--- src/rtl/register_file.sv ---
// 8x8 general-purpose register file: one synchronous write port, two combinational read ports.
// Asynchronous active-low reset clears every register, R0 included.
module register_file #(
    parameter int unsigned DATA_WIDTH = 8,
    parameter int unsigned ADDR_WIDTH = 3
) (
    input  logic                  clk,
    input  logic                  rst_n,
    input  logic                  write_en,
    input  logic [ADDR_WIDTH-1:0] wr_addr,
    input  logic [DATA_WIDTH-1:0] wr_data,
    input  logic [ADDR_WIDTH-1:0] rd_addr1,
    input  logic [ADDR_WIDTH-1:0] rd_addr2,
    output logic [DATA_WIDTH-1:0] rd_data1,
    output logic [DATA_WIDTH-1:0] rd_data2
);

    localparam int unsigned NumRegs = 2 ** ADDR_WIDTH;

    logic [DATA_WIDTH-1:0] regs_q [NumRegs];

    always_ff @(posedge clk or negedge rst_n) begin
        if (!rst_n) begin
            for (int i = 0; i < NumRegs; i++) begin
                regs_q[i] <= '0;
            end
        end else if (write_en) begin
            regs_q[wr_addr] <= wr_data;
        end
    end

    // No write-to-read bypass: a same-cycle write shows up only after the edge.
    always_comb begin
        rd_data1 = regs_q[rd_addr1];
        rd_data2 = regs_q[rd_addr2];
    end

endmodule

--- config.mk ---
export PLATFORM = sky130hd
export DESIGN_NAME = register_file
export DESIGN_NICKNAME = d
export VERILOG_FILES = /design/src/rtl/register_file.sv
export SDC_FILE = /design/constraint.sdc
export NUM_CORES = 1
export LEC_CHECK = 0
export ABC_CLOCK_PERIOD_IN_PS = 2100
export CAP_MARGIN = 20
export CORE_UTILIZATION = 57
export DETAILED_ROUTE_END_ITERATION = 10
export PLACE_DENSITY = 0.8
export SLEW_MARGIN = 20
export SYNTH_ARGS = -nofsm -noshare
export SYNTH_HDL_FRONTEND = slang
export SYNTH_SLANG_ARGS = --single-unit
--- constraint.sdc ---
create_clock -name clk -period 2.1 [get_ports clk]
set_input_delay 0.315 -clock clk [delete_from_list [all_inputs] [get_ports clk]]
set_output_delay 0.315 -clock clk [all_outputs]
set_load 0.03 [all_outputs]
==> reports/results.md, run 1 <==
## Outcome
- complete, no violations — status

## Timing
- 2030 ps — shortest clock period the worst path allows after layout
- 96.8% — final cycle utilization of the critical path
- 0 — Hold Vio Cnt, Final
- 360 ps — Worst-Margin Slew
- 0 — Final Slew Violations
- 492 MHz — maximum operating frequency
- no — RSZ-0062 raised after global routing
- 0 ps — post-route setup TNS
- 0 — # setup viols final
- 0 ps — final setup skew
- 76.0% — Max transition margin

## Setup path
- 3 — Crit Path Max Fanout
- reg2out — Setup CP Type
- output port — category of the worst setup path capture point
- regs_q[28] — launch point of the critical path
- 1720 ps — Worst EP arrival
- regs_q[47] — Worst R2R End
- flop — critical path startpoint category
- 1 — path depth of the worst reg2reg path
- regs_q[47] — worst flop-to-flop path startpoint
- rd_data2[4] — Worst setup endpoint
- 1300 ps — flop2flop setup slack
- 1780 ps — critical path required time

## Finish
- regs_q — register with the most flip-flops
- 0.00184 mm² — Multi-input gate area
- 272 — # nets final
- 64 — number of flip-flops in the largest register
- 0.00430 mm² — post-route cell area
- 0.00160 mm² — register area
- regs_q x64 — largest registers in the final layout
- 21.5% — area grow syn2layout
- 0 — total inserted antenna cells
- 54.9% — layout cells sized above 1
- 364 — Fill cells

## Floorplanning
- 0.00596 mm² — core region area
- 0.00653 mm² — die area
- 80.8 µm — horizontal extent of the die
- 80.8 µm — floorplan die height
- 36 — boundary pin count
- 28 — Std-Cell Rows
- 59.4% — initial core utilization

## CTS
- sky130_fd_sc_hd__clkbuf_8 — library cell used as clock root buffer
- 3 — number of levels the H-tree was split into
- 340 ps — later-pin clock latency in the skew report
- 9 — total CTS buffers
- yes — CTS tree
- 70 ps — clock transition at the registers of the reported paths
- 64 — # clock sinks
- 2 — maximum root-to-sink buffer count
- 0 — # Post-CTS Setup Buffers

## Logic synthesis
- 64 — flip-flop and latch count after synthesis
- 221 — synthesized net count
- 45.2% — area fraction of the dominant cell type after synthesis
- sky130_fd_sc_hd__dfrtp_1 — cell taking the most area after synthesis
- 201 — post-synthesis instance total
- 13 — number of library cell types mapped by synthesis
- 0.00354 mm² — synthesized area
- 45.2% — sequential share of the synthesized area
- 0 — Yosys warnings
- 17.6 µm² — Mean Syn Cell Area
- sky130_fd_sc_hd__dfrtp_1 45%, sky130_fd_sc_hd__mux2_2 25%, sky130_fd_sc_hd__mux4_1 22% — synth top area cells

## Routing
- 105 — Iteration-0 DRC Markers
- 4 — Detailed Routing Iterations Pass 1
- 23.8 µm — Routed WL per cell
- 0 — Detail Route Antenna Nets
- 7.90 mm — DRT Wirelength
- 0 — final routed DRC violation total
- 2129 — via count
- 6.41 — average via count per standard cell

## GRT
- 11.7 mm — wire length of the first global-routing pass
- 0 — residual overflow from global routing
- 65 — pin count of the biggest net entering global routing
- 26.1% — overall global routing resource usage
- 2167 — vias in the first global route
- 0 — antenna violations before repair

## Power and ir drop
- 907 mW/mm² — Power Dens Cells
- 0.000585 V — IR drop worst, VDD
- 1.89 nW — static leakage power

## Place
- 0.732 — Routability Congestion
- 4.72 mm — Detailed Place HPWL
- 35 — count of buffers inserted at the top-level ports
- 0.00407 mm² — placed standard-cell area

## Flow run
- 0 — number of max-cap violations

## Min path
- in2async — type of the most critical hold path

what timing repair did:
item                                    4_1_cts  5_1_grt
resized for setup                            92        4
hold buffers                                  1        0
cloned                                        2        2
endpoints found under the setup margin       16        9
hold endpoints to repair                     13        0
final cells by class:
class,instances,area share (%)
Timing Repair Buffer,57,13.3
Clock inverter,3,0.931
Sequential cell,64,37.2
Tap cell,75,2.18
Clock buffer,13,3.70
Multi-Input combinational cell,120,42.7
worst min-delay path by stage:
| stage | startpoint | slack (ps) | end | cells past startpoint |
|---|---|---|---|---|
| 6_report | rst_n | 510 | regs_q[5] | 3 |
| 2_1_floorplan | rst_n | 20 | regs_q[0] | 0 |
| 4_1_cts | regs_q[8] | 520 | regs_q[8] | 1 |
| 3_5_place_dp | rst_n | 350 | regs_q[13] | 2 |
| 3_3_place_gp | rst_n | 340 | regs_q[13] | 2 |
| 5_1_grt | regs_q[8] | 540 | regs_q[8] | 1 |
cell families after synthesis:
group,Yosys count,synth area share (%)
buffers and inverters,17,3.43
flip-flops,64,45.2
multiplexers,112,48.9
AND/OR/NAND/NOR,8,2.44
where the power goes:
group          switching (mW)  internal, mW
registers               0.187          1.51
clock network           0.461         0.610
logic                   0.485         0.652
metal layers:
metal / vias to the layer above / track usage [%] / wire, µm
li1: 934 / - / -
met1: 1100 / 34.0 / 3180
met2: 81 / 41.8 / 3980
met3: 14 / 6.29 / 586
met4: 0 / 11.8 / 156
met5: - / 0 / 0
placed cells by master, fill, tap and decap left out:
cell type | synthesis | layout
sky130_fd_sc_hd__buf_12 | 2 | 5
sky130_fd_sc_hd__buf_16 | 0 | 2
sky130_fd_sc_hd__buf_2 | 8 | 17
sky130_fd_sc_hd__buf_4 | 0 | 14
sky130_fd_sc_hd__bufinv_16 | 0 | 1
sky130_fd_sc_hd__clkbuf_1 | 3 | 2
sky130_fd_sc_hd__clkbuf_16 | 0 | 2
sky130_fd_sc_hd__clkbuf_8 | 0 | 11
sky130_fd_sc_hd__clkdlybuf4s50_1 | 0 | 14
sky130_fd_sc_hd__clkinv_2 | 0 | 2
sky130_fd_sc_hd__dfrtp_1 | 64 | 64
sky130_fd_sc_hd__dlygate4sd3_1 | 0 | 1
sky130_fd_sc_hd__dlymetal6s2s_1 | 0 | 2
sky130_fd_sc_hd__mux2_2 | 80 | 80
sky130_fd_sc_hd__mux4_1 | 29 | 29
sky130_fd_sc_hd__mux4_2 | 3 | 3
sky130_fd_sc_hd__nand4_1 | 1 | 1
sky130_fd_sc_hd__nand4b_1 | 3 | 3
sky130_fd_sc_hd__nor4b_4 | 1 | 1
sky130_fd_sc_hd__nor4bb_2 | 0 | 3
stage by stage:
stage	std cells	utilization, %	setup WS, ps	hold WS, ps	power (mW)
after global placement	311	68.3	-653	339	2.82
after floorplan	201	-	348	19.4	2.48
after CTS	330	71.4	10.0	524	3.89
after global routing	332	72.2	15.1	542	4.07
after detailed placement	311	68.3	-694	352	2.91
final	332	72.2	66.6	512	3.90
synthesized netlist by cell type (all sizes together):
| library cell | number |
|---|---|
| buf | 14 |
| clkbuf | 3 |
| dfrtp | 64 |
| mux2 | 80 |
| mux4 | 32 |
| nand4 | 1 |
| nand4b | 3 |
| nor4b | 1 |
| nor4bb | 3 |
worst max-delay path, cell delays in order (launching register included):
cell and delay [ps]:
sky130_fd_sc_hd__dfrtp_1 400, sky130_fd_sc_hd__mux4_1 510, sky130_fd_sc_hd__mux2_2 290, sky130_fd_sc_hd__buf_2 180
(Power assumes the default switching activity.)
==> run 2: changes to the inputs <==
--- a/config.mk
+++ b/config.mk
@@ -9,7 +9,8 @@
 export CAP_MARGIN = 20
 export CORE_UTILIZATION = 57
 export DETAILED_ROUTE_END_ITERATION = 10
-export PLACE_DENSITY = 0.8
+export GPL_TIMING_DRIVEN = 0
+export PLACE_DENSITY_LB_ADDON = 0.15
 export SLEW_MARGIN = 20
 export SYNTH_ARGS = -nofsm -noshare
 export SYNTH_HDL_FRONTEND = slang
==> run 2 against run 1 <==
Against the previous run:
- clock skew unchanged
- routed wire length increased by 1.6%
- die area unchanged
- first-iteration DRC count shrank 18%
==> reports/results.md, run 2 (synthesis gave the netlist of run 1 again) <==
## Timing
- 98.1% — final cycle utilization of the critical path, +1.3 points
- 742 ps — Worst-Margin Slew, +382 ps
- 485 MHz — maximum operating frequency, -1.3%
- 0 ps — final setup skew, unchanged
- no — RSZ-0062 raised after global routing
- 0 — Hold Vio Cnt, Final, unchanged
- 50.3% — Max transition margin, -26 points
- 0 — Final Slew Violations, unchanged
- 0 — # setup viols final, unchanged
- 398 ps — Post-Route Hold Slack, -114 ps
- 2060 ps — shortest clock period the worst path allows after layout, +27.1 ps

## CTS
- 3 — number of levels the H-tree was split into, unchanged
- 70 ps — clock transition at the registers of the reported paths, about the same
- yes — CTS tree
- 9 — total CTS buffers, unchanged
- 340 ps — later-pin clock latency in the skew report, about the same
- 2 — maximum root-to-sink buffer count, unchanged
- 0 — # Post-CTS Setup Buffers, unchanged
- 64 — # clock sinks, unchanged
- sky130_fd_sc_hd__clkbuf_8 — library cell used as clock root buffer

## Setup path
- 1750 ps — Worst EP arrival, +30 ps
- regs_q[33] — launch point of the critical path
- reg2out — Setup CP Type
- output port — category of the worst setup path capture point
- regs_q[38] — Worst R2R End
- regs_q[38] — worst flop-to-flop path startpoint
- 3 — count of cell instances traversed by the critical path, unchanged
- 3 — Crit Path Max Fanout, unchanged
- 1 — path depth of the worst reg2reg path, unchanged
- multiplexers — CP top delay family
- rd_data2[1] — Worst setup endpoint
- 1780 ps — critical path required time, about the same
- 540 ps — largest incremental delay on the critical path, +30 ps
- 1300 ps — flop2flop setup slack, about the same
- mux4_1 -> mux2_2 -> buf_2 — list of cells traversed by the critical path
- flop — critical path startpoint category
- sky130_fd_sc_hd__mux4_1 — cell at the slowest stage of the critical path
- 1 — Crit path buffers/inverters, unchanged

## Finish
- 0 — total inserted antenna cells, unchanged
- sky130_fd_sc_hd__mux2_2 — most common cell after layout, fill and taps aside
- regs_q x64 — largest registers in the final layout
- regs_q — register with the most flip-flops
- 14.6% — area grow syn2layout
- 319 — Final Non-Filler Cells, -3.9%
- 0.00406 mm² — post-route cell area, -5.6%
- 80 x sky130_fd_sc_hd__mux2_2, 64 x sky130_fd_sc_hd__dfrtp_1, 29 x sky130_fd_sc_hd__mux4_1, 23 x sky130_fd_sc_hd__buf_2, 10 x sky130_fd_sc_hd__clkbuf_8 — most frequent cells in the layout
- 259 — # nets final, -4.8%
- 64 — number of flip-flops in the largest register, unchanged
- 68.1% — Layout Utilization, -4.1 points
- 53.7% — layout cells sized above 1, -1.2 points

## GRT
- 45 — pin count of the biggest net entering global routing, -31%
- 0 — antenna violations before repair, unchanged
- 12.4 mm — wire length of the first global-routing pass, +5.6%
- 2238 — vias in the first global route, +3.3%
- 0 — residual overflow from global routing, unchanged
- 27.5% — overall global routing resource usage, +1.4 points

## Power and ir drop
- 3.96 mW — total power, +1.6%
- 977 mW/mm² — Power Dens Cells, +7.7%
- 0.000694 V — IR drop worst, VDD, +19%
- 1.76 nW — static leakage power, -6.5%

## Place
- 302 — DP Cell Count, -2.9%
- 0.00390 mm² — placed standard-cell area, -4.1%
- 5.23 mm — Detailed Place HPWL, +11%
- 25 — count of buffers inserted at the top-level ports, -29%
- 0.772 — Routability Congestion, +5.5%

## Floorplanning
- 36 — boundary pin count, unchanged
- 59.4% — initial core utilization, unchanged
- 28 — Std-Cell Rows, unchanged
- 80.8 µm — horizontal extent of the die, unchanged
- 0.00596 mm² — core region area, unchanged
- 0.00653 mm² — die area, unchanged
- 80.8 µm — floorplan die height, unchanged

## Routing
- 4 — Detailed Routing Iterations Pass 1, unchanged
- 86 — Iteration-0 DRC Markers, -18%
- 8.03 mm — DRT Wirelength, +1.6%
- 0 — final routed DRC violation total, unchanged
- 0 — Detail Route Antenna Nets, unchanged
- 6.65 — average via count per standard cell, +3.7%
- 2122 — via count, -0.33%
- 25.2 µm — Routed WL per cell, +5.7%

## Outcome
- complete, no violations — status

## Min path
- in2async — type of the most critical hold path

## Flow run
- 0 — number of max-cap violations, unchanged

[run 2: cell types whose count changed in the layout (fill, tap and decap cells not counted), sizes merged, moves of 2 or more]
cell / change
buf: -6
clkdlybuf4s50: -6
clkinvlp: +2
dlymetal6s2s: -2
[run 2: repair_timing]
action / 4_1_cts / 5_1_grt
hold endpoints to repair: 20 / 0
resized for setup: 83 / 0
setup endpoints to repair: 16 / 0
hold buffers: 1 / 0
[run 2: area by class of cell]
| class | instances | area [µm²] |
|---|---|---|
| Timing Repair Buffer | 27 | 198 |
| Fill cell | 429 | 1900 |
| Multi-Input combinational cell | 120 | 1820 |
| Buffer | 17 | 126 |
| Tap cell | 75 | 93.8 |
| Clock buffer | 11 | 141 |
| Sequential cell | 64 | 1600 |
| Clock inverter | 5 | 80.1 |
[run 2: worst min-delay path by stage]
stage | startpoint | to | slack [ps]
2_1_floorplan | rst_n | regs_q[0] | 20
4_1_cts | rst_n | regs_q[13] | 400
3_3_place_gp | regs_q[49] | regs_q[49] | 490
3_5_place_dp | rst_n | regs_q[13] | 220
5_1_grt | rst_n | regs_q[13] | 420
6_report | rst_n | regs_q[5] | 400
[run 2: stage by stage]
step	setup slack [ps]	setup TNS, ps
2_1_floorplan	348	0
3_3_place_gp	-1130	-80450
3_5_place_dp	-592	-8800
4_1_cts	35.6	0
5_1_grt	1.56	0
6_report	39.5	0
[run 2: report_power, final]
part	switching, mW	internal, mW	leakage [nW]
Combinational	0.480	0.606	0.890
Sequential	0.189	1.51	0.768
Clock	0.486	0.699	0.106
[run 2: per-layer routing]
metal  part of all wire [%]  up-vias  global-route usage (%)
met4                    2.0        0                    10.0
met1                     44     1143                    36.6
met5                      0        -                       0
li1                       -      901                       -
met3                    3.9       17                    6.18
met2                     50       61                    44.6
